File: src/rtl/div_seq_pkg.sv
// Shared definitions for the iterative divider: operand widths, FSM encoding
// and a small conditional-negate helper used by the optional signed path.
package div_seq_pkg;

    localparam int WIDTH = 32;
    localparam int CNT_W = 5;

    typedef enum logic [1:0] {
        DIV_IDLE = 2'd0,
        DIV_CALC = 2'd1,
        DIV_DONE = 2'd2
    } div_state_t;

    function automatic logic [WIDTH-1:0] cond_negate(input logic [WIDTH-1:0] value,
                                                     input logic             neg);
        return neg ? (~value + 1'b1) : value;
    endfunction

endpackage

File: src/rtl/div_seq_adder.sv
// Team adder: WIDTH-bit add/subtract with the carry-out exposed as result[WIDTH].
// In subtract mode result[WIDTH]=1 means opr0 >= opr1 (no borrow).
module div_seq_adder
    import div_seq_pkg::*;
(
    input  logic [WIDTH-1:0] opr0,
    input  logic [WIDTH-1:0] opr1,
    input  logic             minus,
    output logic [WIDTH:0]   result
);

    logic [WIDTH-1:0] opr1_eff;

    generate
        for (genvar gi = 0; gi < WIDTH; gi++) begin : g_inv
            assign opr1_eff[gi] = opr1[gi] ^ minus;
        end
    endgenerate

    assign result = {1'b0, opr0} + {1'b0, opr1_eff} + {{WIDTH{1'b0}}, minus};

endmodule

File: src/rtl/div_seq.sv
// Iterative restoring divider, one quotient bit per cycle through a shared adder.
// Optional signed DIV/REM support is enabled by defining SIGNED_DIV_EN.
module div_seq
    import div_seq_pkg::*;
(
    input  logic             clk,
    input  logic             rst_n,
    input  logic             flush,
    input  logic             in_valid,
    output logic             in_ready,
    input  logic [WIDTH-1:0] in_dividend,
    input  logic [WIDTH-1:0] in_divisor,
    input  logic             in_signed,
    output logic             out_valid,
    input  logic             out_ready,
    output logic [WIDTH-1:0] out_quotient,
    output logic [WIDTH-1:0] out_remainder,
    output logic             busy
);

    div_state_t       state_reg;
    logic [WIDTH-1:0] q_reg;
    logic [WIDTH-1:0] d_reg;
    logic [WIDTH-1:0] r_reg;
    logic [CNT_W-1:0] cnt_reg;

    logic [WIDTH:0]   s_shift;
    logic [WIDTH:0]   sub_result;
    logic             take;
    logic [WIDTH-1:0] r_next;
    logic [WIDTH-1:0] q_next;
    logic [WIDTH-1:0] acc_dividend;
    logic [WIDTH-1:0] acc_divisor;
    logic [WIDTH-1:0] q_final;
    logic [WIDTH-1:0] r_final;
    logic             accept;

    assign in_ready = (state_reg == DIV_IDLE);
    assign busy     = (state_reg != DIV_IDLE);
    assign accept   = in_valid && in_ready;

    // The shifted remainder needs a 33rd bit: when it is set, S exceeds any divisor.
    assign s_shift = {r_reg, q_reg[WIDTH-1]};

    div_seq_adder adder0 (
        .opr0   (s_shift[WIDTH-1:0]),
        .opr1   (d_reg),
        .minus  (1'b1),
        .result (sub_result)
    );

    assign take   = s_shift[WIDTH] | sub_result[WIDTH];
    assign r_next = take ? sub_result[WIDTH-1:0] : s_shift[WIDTH-1:0];
    assign q_next = {q_reg[WIDTH-2:0], take};

`ifdef SIGNED_DIV_EN
    logic neg_q_reg;
    logic neg_r_reg;
    logic dividend_neg;
    logic divisor_neg;

    assign dividend_neg = in_signed & in_dividend[WIDTH-1];
    assign divisor_neg  = in_signed & in_divisor[WIDTH-1];
    assign acc_dividend = cond_negate(in_dividend, dividend_neg);
    assign acc_divisor  = cond_negate(in_divisor, divisor_neg);
    assign q_final      = cond_negate(q_next, neg_q_reg);
    assign r_final      = cond_negate(r_next, neg_r_reg);

    // Signs are captured at accept; the core only ever sees magnitudes.
    always_ff @(posedge clk or negedge rst_n) begin
        if (!rst_n) begin
            neg_q_reg <= 1'b0;
            neg_r_reg <= 1'b0;
        end else if (accept && !flush) begin
            neg_q_reg <= dividend_neg ^ divisor_neg;
            neg_r_reg <= dividend_neg;
        end
    end
`else
    logic unused_signed;

    assign unused_signed = in_signed;
    assign acc_dividend  = in_dividend;
    assign acc_divisor   = in_divisor;
    assign q_final       = q_next;
    assign r_final       = r_next;
`endif

    always_ff @(posedge clk or negedge rst_n) begin
        if (!rst_n) begin
            state_reg     <= DIV_IDLE;
            q_reg         <= '0;
            d_reg         <= '0;
            r_reg         <= '0;
            cnt_reg       <= '0;
            out_valid     <= 1'b0;
            out_quotient  <= '0;
            out_remainder <= '0;
        end else if (flush) begin
            state_reg <= DIV_IDLE;
            out_valid <= 1'b0;
        end else begin
            case (state_reg)
                DIV_IDLE: begin
                    if (accept) begin
                        if (in_divisor == '0) begin
                            // Divide by zero skips iteration and reports the raw dividend.
                            state_reg     <= DIV_DONE;
                            out_valid     <= 1'b1;
                            out_quotient  <= '1;
                            out_remainder <= in_dividend;
                        end else begin
                            state_reg <= DIV_CALC;
                            q_reg     <= acc_dividend;
                            d_reg     <= acc_divisor;
                            r_reg     <= '0;
                            cnt_reg   <= CNT_W'(WIDTH - 1);
                        end
                    end
                end
                DIV_CALC: begin
                    q_reg   <= q_next;
                    r_reg   <= r_next;
                    cnt_reg <= cnt_reg - 1'b1;
                    if (cnt_reg == '0) begin
                        state_reg     <= DIV_DONE;
                        out_valid     <= 1'b1;
                        out_quotient  <= q_final;
                        out_remainder <= r_final;
                    end
                end
                DIV_DONE: begin
                    if (out_ready) begin
                        state_reg <= DIV_IDLE;
                        out_valid <= 1'b0;
                    end
                end
                default: begin
                    state_reg <= DIV_IDLE;
                    out_valid <= 1'b0;
                end
            endcase
        end
    end

endmodule

File: config.mk
export PLATFORM = sky130hd
export DESIGN_NAME = div_seq
export DESIGN_NICKNAME = d
export VERILOG_FILES = /design/src/rtl/div_seq_pkg.sv /design/src/rtl/div_seq_adder.sv /design/src/rtl/div_seq.sv
export SDC_FILE = /design/constraint.sdc
export NUM_CORES = 1
export LEC_CHECK = 0
export CAP_MARGIN = 20
export CORE_ASPECT_RATIO = 0.75
export CORE_MARGIN = 2
export CORE_UTILIZATION = 50
export DETAILED_ROUTE_END_ITERATION = 16
export PLACE_DENSITY = 0.86
export SLEW_MARGIN = 10
export SYNTH_ARGS = -nofsm -noshare
export SYNTH_HDL_FRONTEND = slang
export SYNTH_SLANG_ARGS = --single-unit
File: constraint.sdc
create_clock -name clk -period 2.83 [get_ports clk]
set_input_delay 0.566 -clock clk [delete_from_list [all_inputs] [get_ports clk]]
set_output_delay 0.566 -clock clk [all_outputs]
set_load 0.02 [all_outputs]
==> impl_results.md, run 1 <==
- Outcome: finished, violations left
- Failing checks: negative setup slack
- Clock skew: 0.01070 ns
- GRT Util Overall: between 20 and 30%
- Most used routing layer: met2
- Final Core Density: 69.65%
- Met2 GRT Util: 47.78%
- DR WL/cell: 19.39 um
- Vias in the first global route: 8640
- PortBufs: roughly 140
- Core area: 17760 um^2
- Commonest cells after routing, fill and taps aside: nand2_1, dfrtp_1, clkdlybuf4s50_1
- Root buf cell: clkbuf_16
- Cell leakage power: 5.435 nW
- Max Freq: between 300 and 400 MHz
- DP Cell Count: about 1.4k
- Sequential element share of the synthesized area: about 46%
- FP Rows: 42
- Grt met1 use: 36.92%
- Setup violators final: 3
- ANT cells: 0
- Synth Warn #: 0
- Dpl hpwl: just under 20000 um
- Routability Congestion: 0.9259
- Die height: ~120 um
- Unrepaired setup endpoints after global routing: true
- Max VDD drop: ~520 uV
- Initial Util: 51.46%
- Worst Path Arrival: 3.19 ns
- Syn nets: 1134
- Overall power: 9.863 mW
- Post-Synthesis Cells: 1029
- TritonCTS clock tree: yes
- First-pass GRT wire length: between 40000 and 50000 um
- M3 GR Usage: 6.357%
- Kind of start point of the critical path: flop
- Max clock buf depth: 2
- Final Cycle Share: 100.9%
- Cell taking the most area after synthesis: dfrtp_1
- Layout cell share with drive strength beyond 1: 18.54%
- Synth async-reset ratio: 100.0%
- Area grow syn2layout: 35.35%
- Final instance area: 12370 um^2
- Commonest non-fill, non-tap cell in the layout: nand2_1
- Post-DRT Antenna Nets: 0
- Grt ovf: 0
- Ranking of synthesized cells by area: dfrtp_1, nand2_1, ha_1
- Worst hold margin: 0.08713 ns
- CTS sink cnt: 168
- Num CTS Buffers: 17
- Via Count: 8829
- R2r setup slk: -0.03 ns
- 1st-pass router iterations: 5
- Clock latency on the worst-skew pair: 0.44 ns
- Htree depth: 4
- Crit Path Category: flop to flop
- Top cell type's share of synthesized area: between 40% and 50%
- Worst min path class: input pin to async pin
- Synth Flop Type: dfrtp_1
- Chip Width: 160.1 um
- CTS Hold Buffers Added: 0
- Synth Register Bits: between 150 and 200
- Post-Route WL: 28650 um
- Mapped cell area: 9140 um^2
- Initial antenna violation count: 0
- Syn avg cell area: ~9 um^2
- Final Worst Setup Slack: -0.02557 ns
- Reg clk slew, reported paths: 0.07 ns
- CP Data Required Time: approximately 3.2 ns
- Post-synth cell types: between 60 and 70
- Detailed Route Iter0 Violations: slightly below 900
- Largest net degree at the start of global routing: 66
- P per Cell Area: 797.3 nW/um^2
- I/O pins: 137
- Max_slew headroom: 57.56%
- Max Cap Viol: 0
- Crit Path Max Fanout: 20
- Final std cells w/o fill: 1477
- Placed inst area: 11380 um^2
- Min Tclk post-route: about 2.9 ns
- Remaining DRCs: 0
- Final Hold Viols: 0
- Actual slew at the worst max-slew pin: 0.6366 ns
- Slew Viols, Final: 0
- Vias/cell: roughly 6.0
- Crit. End Element: flop
- Die Area: ~19000 um^2
- Post-synth EDFFs: 0
- Nets: 1327
==> cells in the mapped netlist (all sizes together) (3+ instances only) <==
master  count
xnor2      15
nor3       11
o21ai      85
a21o        6
nand4       9
a22oi      18
nor2       99
a32oi       3
dfrtp     168
a21oi      39
o21bai      4
nor4       12
and3        5
nand2b      6
a41oi       8
or3         5
and2        7
o21a        4
nor2b       6
mux2       33
buf        15
a222oi      3
xor2        9
a31oi      60
a211oi      6
o221ai      3
clkbuf     44
inv        48
nand2     203
o211a       3
a21boi      4
nand3      18
ha         34
o211ai      6
==> where the power goes <==
| group | switching (mW) | leakage [nW] | internal (mW) |
|---|---|---|---|
| registers | 0.441 | 1.99 | 3.00 |
| clock network | 1.13 | 0.303 | 1.36 |
| logic | 2.15 | 3.14 | 1.79 |
==> layer usage <==
layer / wire length [um] / share of wire [%]
met2: 13880 / 48
met1: 11410 / 40
met3: 2328 / 8.1
met4: 1026 / 3.6
met5: 0 / 0
==> through the flow <==
step | setup WS (ns) | setup TNS [ns]
after global placement | -0.08530 | -2.248
after floorplan | 0.1324 | 0
final | -0.02557 | -0.04721
after global routing | -0.1198 | -1.518
after detailed placement | -0.2191 | -19.05
after CTS | 0.0008225 | 0
==> critical path: stages (launching register included) <==
cell and delay, ns:
dfrtp_1 0.42, buf_4 0.16, fa_2 0.42, nand2b_4 0.17, a21oi_4 0.20, nor2_1 0.09
o221ai_2 0.14, buf_4 0.16, o31ai_4 0.07, a21oi_2 0.22, buf_12 0.21, buf_12 0.15
a22oi_1 0.09, o21ai_0 0.25
==> cell type report <==
class | instances | area (um^2)
Timing Repair Buffer | 233 | 2265
Multi-Input combinational cell | 754 | 4796
Fill cell | 1304 | 5391
Clock buffer | 17 | 425.4
Tap cell | 242 | 302.8
Clock inverter | 15 | 197.7
Inverter | 48 | 180.2
Sequential cell | 168 | 4204
==> path summary, 6_finish.rpt <==
path,start,to,cells after the start
max,d_reg[1],r_reg[3],13
min,rst_n,d_reg[4],1
max reg2reg,d_reg[1],r_reg[3],13
min reg2reg,out_quotient[23],out_quotient[23],2
max in group asynchronous,rst_n,out_quotient[22],2
min in group clk,out_quotient[23],out_quotient[23],2
==> logic make-up (layout without fill, tap and decap cells) <==
family / Yosys count / count (layout) / share of synthesized area, %
buffers and inverters: 107 / 313 / 4.777
xor gates and xnor gates: 24 / 24 / 2.300
and+or+nand+nor: 385 / 385 / 17.81
muxes: 34 / 34 / 4.175
adders and majority gates: 35 / 35 / 4.873
DFF: 168 / 168 / 46.00
AOI/OAI and AO/OA: 276 / 276 / 20.07
==> timing repair <==
item / in CTS / in global routing
endpoints found under the setup margin: 57 / 61
gates cloned: 0 / 2
hold endpoints to repair: 0 / 0
buffers inserted: 1 / 4
pin swaps: 2 / 21
gates resized for setup: 11 / 46
(Power assumes the default switching activity.)
==> inputs of run 2 (changes only) <==
--- a/config.mk
+++ b/config.mk
@@ -8,9 +8,10 @@
 export CAP_MARGIN = 20
 export CORE_ASPECT_RATIO = 0.75
 export CORE_MARGIN = 2
-export CORE_UTILIZATION = 50
+export CORE_UTILIZATION = 56
+export CTS_CLUSTER_DIAMETER = 50
 export DETAILED_ROUTE_END_ITERATION = 16
-export PLACE_DENSITY = 0.86
+export PLACE_DENSITY = 0.9
 export SLEW_MARGIN = 10
 export SYNTH_ARGS = -nofsm -noshare
 export SYNTH_HDL_FRONTEND = slang
==> constraint.sdc (replaced) <==
create_clock -name clk -period 3.3 [get_ports clk]
set_input_delay 0.66 -clock clk [delete_from_list [all_inputs] [get_ports clk]]
set_output_delay 0.66 -clock clk [all_outputs]
set_load 0.02 [all_outputs]
==> impl_results.md, run 2 (synthesized netlist as in run 1, its figures left out) <==
- Dpl hpwl: 18200 um (was 19390 um)
- Final Cycle Share: 95.03% (was 100.9%)
- P per Cell Area: 700.9 nW/um^2 (was 797.3 nW/um^2)
- Initial antenna violation count: 0 (unchanged)
- Num CTS Buffers: 17 (unchanged)
- Via Count: 8357 (was 8829)
- Actual slew at the worst max-slew pin: 0.8137 ns (was 0.6366 ns)
- Worst min path class: input pin to async pin (unchanged)
- CP Data Required Time: 3.60 ns (was 3.16 ns)
- Max_slew headroom: 45.62% (was 57.56%)
- Dpl ws: 0.1196 ns (was -0.2191 ns)
- Clock latency on the worst-skew pair: 0.44 ns (about the same)
- Int Pwr: 5.056 mW (was 6.148 mW)
- Kind of start point of the critical path: flop (unchanged)
- Layout cell share with drive strength beyond 1: 10.13% (was 18.54%)
- R2r setup slk: 0.16 ns (was -0.03 ns)
- GRT Util Overall: 30.45% (was 28.46%)
- Htree depth: 4 (unchanged)
- Commonest non-fill, non-tap cell in the layout: nand2_1 (unchanged)
- Min Tclk post-route: 3.136 ns (was 2.856 ns)
- Nets: 1257 (was 1327)
- Post-DRT Antenna Nets: 0 (unchanged)
- Crit. End Element: flop (unchanged)
- I/O pins: 137 (unchanged)
- PortBufs: 135 (unchanged)
- Routability Congestion: 0.9097 (was 0.9259)
- Psw: 2.952 mW (was 3.715 mW)
- Max VDD drop: 425.5 uV (was 518.7 uV)
- Chip Width: 151.5 um (was 160.1 um)
- Worst R2R End: out_remainder[26] (was r_reg[3])
- Worst hold margin: 0.1571 ns (was 0.08713 ns)
- FP Rows: 40 (was 42)
- CP Cell Sequence: ha_1 > a21oi_2 > o211ai_1 > a221oi_1 > inv_1 > o21a_1 > or3_1 > a32oi_1 > a31oi_1 (was buf_4 > fa_2 > nand2b_4 > a21oi_4 > nor2_1 > o221ai_2 > buf_4 > o31ai_4 > a21oi_2 > buf_12 > buf_12 > a22oi_1 > o21ai_0)
- Die Area: 17370 um^2 (was 19390 um^2)
- Final Worst Setup Slack: 0.1640 ns (was -0.02557 ns)
- Outcome: completed (was finished, violations left)
- Initial Util: 57.07% (was 51.46%)
- Sw frac: 36.86% (was 37.67%)
- Die height: 114.6 um (was 121.1 um)
- CP max stage delay: 0.50 ns (was 0.42 ns)
- Cell leakage power: 5.019 nW (was 5.435 nW)
- Clk pwr share: 25.7% (was 25.2%)
- Crit Path Max Fanout: 7 (was 20)
- Setup violators final: 0 (was 3)
- Filler cell count: 1165 (was 1304)
- Final Core Density: 71.34% (was 69.65%)
- ANT cells: 0 (unchanged)
- Crit Path Category: flop to flop (unchanged)
- Worst Path Arrival: 3.44 ns (was 3.19 ns)
- Slew Viols, Final: 0 (unchanged)
- Max clock buf depth: 2 (unchanged)
- DR WL/cell: 18.66 um (was 19.39 um)
- Largest net degree at the start of global routing: 60 (was 66)
- Worst R2R Start: r_reg[18] (was d_reg[1])
- Detailed Route Iter0 Violations: 802 (was 889)
- Area grow syn2layout: 25.00% (was 35.35%)
- Vias/cell: 6.078 (was 5.978)
- Unrepaired setup endpoints after global routing: false (was true)
- Setup TNS: 0 ns (was -0.04721 ns)
- Reg clk slew, reported paths: 0.07 ns (about the same)
- Clock skew: 0.01264 ns (was 0.01070 ns)
- Post-Route WL: 25660 um (was 28650 um)
- Max Freq: 318.9 MHz (was 350.2 MHz)
- Vias in the first global route: 8102 (was 8640)
- Final Hold Viols: 0 (unchanged)
- Root buf cell: clkbuf_16 (unchanged)
- 1st-pass router iterations: 5 (unchanged)
- Register-to-Register Path Depth: 9 (was 13)
- First-pass GRT wire length: 41130 um (was 43560 um)
- Max Cap Viol: 0 (unchanged)
- CP max stage cell: a221oi_1 (was dfrtp_1)
- Commonest cells after routing, fill and taps aside: nand2_1, dfrtp_1, clkdlybuf4s50_1 (unchanged)
- Core area: 16020 um^2 (was 17760 um^2)
- TritonCTS clock tree: yes (unchanged)
- Logic pwr share: 37.7% (was 39.9%)
- Register share of total power: 36.6% (was 34.9%)
- Grt ovf: 0 (unchanged)
- Remaining DRCs: 0 (unchanged)
- CTS sink cnt: 168 (unchanged)
-- run 2: power by group through the flow --
stage               registers, mW  clock network, mW  logic, mW
CTS                          2.93               2.06       3.00
detailed placement           2.95                  0       2.96
floorplan                    3.22                  0       1.49
global route                 2.99               2.16       3.29
finish                       2.93               2.05       3.02
global placement             2.93                  0       2.88
-- run 2: critical path, delay by kind of cell, from the launching register on --
kind	cells	cell delay, ns
flops	1	0.42
fa+ha+maj	1	0.41
simple gates	1	0.31
buf+inv	1	0.15
compound gates	6	1.71
-- run 2: worst max path at each step --
stage	start	to	cells after the start
finish	r_reg[18]	out_remainder[26]	9
global route	q_reg[31]	r_reg[18]	12
CTS	d_reg[0]	r_reg[24]	12
detailed placement	in_divisor[1]	d_reg[0]	7
global placement	in_divisor[0]	out_remainder[11]	8
floorplan	q_reg[31]	out_remainder[1]	13
-- run 2: area by class of cell --
| class | count | area (um^2) | share of cell area, % |
|---|---|---|---|
| clock buffers | 18 | 439.2 | 3.844 |
| clock inverters | 14 | 165.2 | 1.446 |
| inverters | 48 | 180.2 | 1.577 |
| multi-input cells | 754 | 4523 | 39.59 |
| flip-flops and latches | 168 | 4204 | 36.80 |
| well taps | 210 | 262.8 | 2.300 |
| repair buffers | 163 | 1650 | 14.45 |
-- run 2: routing by layer --
metal / vias up / global-route usage, % / wire (um)
met5: - / 0 / 0
met3: 58 / 6.016 / 1913
met2: 378 / 49.74 / 12260
met1: 4041 / 41.27 / 10810
li1: 3880 / - / -
met4: 0 / 9.691 / 672
-- run 2: repair_timing --
item | 4_1_cts | 5_1_grt
setup endpoints to repair | 0 | 8
hold buffers | 0 | 0
gates resized for setup | 0 | 1
setup buffers | 0 | 0
-- run 2: metrics by stage --
| step | cells | power (mW) | cell area, um^2 |
|---|---|---|---|
| after floorplan | 1029 | 4.710 | 9140 |
| after global placement | 1343 | 5.809 | 10820 |
| after detailed placement | 1343 | 5.918 | 10820 |
| after CTS | 1375 | 7.993 | 11420 |
| after global routing | 1375 | 8.441 | 11420 |
| final | 1375 | 8.008 | 11420 |
==> inputs of run 3 (changes only) <==
--- a/config.mk
+++ b/config.mk
@@ -8,10 +8,10 @@
 export CAP_MARGIN = 20
 export CORE_ASPECT_RATIO = 0.75
 export CORE_MARGIN = 2
-export CORE_UTILIZATION = 56
+export CORE_UTILIZATION = 25
 export CTS_CLUSTER_DIAMETER = 50
 export DETAILED_ROUTE_END_ITERATION = 16
-export PLACE_DENSITY = 0.9
+export PLACE_DENSITY = 0.42
 export SLEW_MARGIN = 10
 export SYNTH_ARGS = -nofsm -noshare
 export SYNTH_HDL_FRONTEND = slang
==> impl_results.md, run 3 (synthesized netlist as in run 1, its figures left out) <==
- Largest net degree at the start of global routing: 64 (was 60)
- Htree depth: 4 (unchanged)
- Worst hold margin: 0.2042 ns (was 0.1571 ns)
- 1st-pass router iterations: 5 (unchanged)
- Grt met1 use: 22.86% (was 41.27%)
- Vias in the first global route: 8173 (was 8102)
- Final Hold Viols: 0 (unchanged)
- TritonCTS clock tree: yes (unchanged)
- Actual slew at the worst max-slew pin: 0.6922 ns (was 0.8137 ns)
- Psw: 2.969 mW (was 2.952 mW)
- Initial Util: 25.42% (was 57.07%)
- Max_slew headroom: 53.69% (was 45.62%)
- Most used routing layer: met2 (unchanged)
- DR WL/cell: 17.92 um (was 18.66 um)
- Max Freq: 314.7 MHz (was 318.9 MHz)
- CTS Hold Buffers Added: 0 (unchanged)
- Max VDD drop: 297.1 uV (was 425.5 uV)
- Placed inst area: 11460 um^2 (was 10820 um^2)
- Via Count: 7960 (was 8357)
- Vias/cell: 4.792 (was 6.078)
- Dpl hpwl: 22600 um (was 18200 um)
- CTS sink cnt: 168 (unchanged)
- Nets: 1288 (was 1257)
- Int Pwr: 5.126 mW (was 5.056 mW)
- Outcome: completed (unchanged)
- DP Cell Count: 1628 (was 1343)
- Met2 GRT Util: 25.46% (was 49.74%)
- Storage cell area: 4204 um^2 (unchanged)
- Commonest cells after routing, fill and taps aside: nand2_1, dfrtp_1, clkdlybuf4s50_1 (unchanged)
- Setup TNS: 0 ns (unchanged)
- Final std cells w/o fill: 1661 (was 1375)
- Filler cell count: 3782 (was 1165)
- CP Data Required Time: 3.62 ns (was 3.60 ns)
- FP Rows: 60 (was 40)
- Clock latency on the worst-skew pair: 0.44 ns (about the same)
- Worst min path class: input pin to async pin (unchanged)
- Worst Path Arrival: 3.50 ns (was 3.44 ns)
- Max clock buf depth: 2 (unchanged)
- Core area: 35960 um^2 (was 16020 um^2)
- Root buf cell: clkbuf_16 (unchanged)
- Remaining DRCs: 0 (unchanged)
- Final Worst Setup Slack: 0.1225 ns (was 0.1640 ns)
- Crit. End Element: flop (unchanged)
- P per Cell Area: 670.1 nW/um^2 (was 700.9 nW/um^2)
- Dpl ws: 0.1464 ns (was 0.1196 ns)
- Final instance area: 12080 um^2 (was 11420 um^2)
- Clk pwr share: 25.5% (was 25.7%)
- Overall power: 8.095 mW (was 8.008 mW)
- Num CTS Buffers: 17 (unchanged)
- Min Tclk post-route: 3.178 ns (was 3.136 ns)
- Chip Width: 224.8 um (was 151.5 um)
- GRT Util Overall: 16.17% (was 30.45%)
- Grt ovf: 0 (unchanged)
- Cell leakage power: 5.176 nW (was 5.019 nW)
- Post-DRT Antenna Nets: 0 (unchanged)
- Kind of start point of the critical path: flop (unchanged)
- Layout cell share with drive strength beyond 1: 12.54% (was 10.13%)
- Area grow syn2layout: 32.17% (was 25.00%)
- First-pass GRT wire length: 47490 um (was 41130 um)
- Initial antenna violation count: 0 (unchanged)
- Detailed Route Iter0 Violations: 571 (was 802)
- Reg clk slew, reported paths: 0.07 ns (about the same)
- Register share of total power: 36.3% (was 36.6%)
- Crit Path Category: flop to flop (unchanged)
- Post-Route WL: 29760 um (was 25660 um)
- Logic pwr share: 38.2% (was 37.7%)
- M3 GR Usage: 3.289% (was 6.016%)
- Setup violators final: 0 (unchanged)
- I/O pins: 137 (unchanged)
- Final Cycle Share: 96.29% (was 95.03%)
- Max Cap Viol: 0 (unchanged)
- Sw frac: 36.67% (was 36.86%)
- Routability Congestion: 0.8333 (was 0.9097)
- PortBufs: 135 (unchanged)
- Slew Viols, Final: 0 (unchanged)
- Die Area: 38120 um^2 (was 17370 um^2)
- Crit Path Max Fanout: 37 (was 7)
- Die height: 169.6 um (was 114.6 um)
- Multi-input gate area: 4546 um^2 (was 4523 um^2)
- ANT cells: 0 (unchanged)
- Clock skew: 0.009674 ns (was 0.01264 ns)
- Final Core Density: 33.59% (was 71.34%)
- Commonest non-fill, non-tap cell in the layout: nand2_1 (unchanged)
[run 3: worst paths after layout]
check	slack, ns	start	depth (start not counted)	to
max	0.12	q_reg[31]	15	out_remainder[26]
min	0.20	rst_n	1	d_reg[5]
max reg2reg	0.12	q_reg[31]	15	out_remainder[26]
min reg2reg	0.47	out_quotient[6]	2	out_quotient[6]
max in group asynchronous	2.36	rst_n	2	out_quotient[2]
min in group clk	0.47	out_quotient[6]	2	out_quotient[6]
[run 3: timing repair]
action                                  CTS  global route
endpoints found under the setup margin    0             8
gates resized for setup                   0             5
buffers inserted                          0             1
[run 3: final cells by class]
type	instances	share of cell area (%)
clock buffer	19	3.749
multi-input combinational	754	37.63
sequential	168	34.80
inverter	48	1.491
tap	465	4.816
clock inverter	13	1.201
timing repair buffer	194	16.31
[run 3: power by group through the flow]
stage	clock, mW	sequential [mW]	combinational, mW
final	2.07	2.94	3.09
after global routing	2.23	3.02	3.41
after CTS	2.15	2.95	3.10
after detailed placement	0	2.99	3.08
after global placement	0	2.98	3.07
after floorplan	0	3.22	1.49
[run 3: per-layer routing]
layer	vias up	wire, um
met2	163	13350
li1	3954	-
met4	0	303
met5	-	0
met3	16	1085
met1	3827	15020
[run 3: critical path, cell delays in order (launching register included)]
cell and delay, ns:
dfrtp_1 0.40, inv_1 0.06, ha_1 0.21, fa_1 0.41, nand2b_1 0.18, a21oi_1 0.19
buf_4 0.14, nor2_1 0.05, o221ai_1 0.16, buf_4 0.17, o31ai_4 0.11, and3_4 0.21
buf_12 0.17, a32oi_1 0.31, buf_4 0.18, a31oi_1 0.08
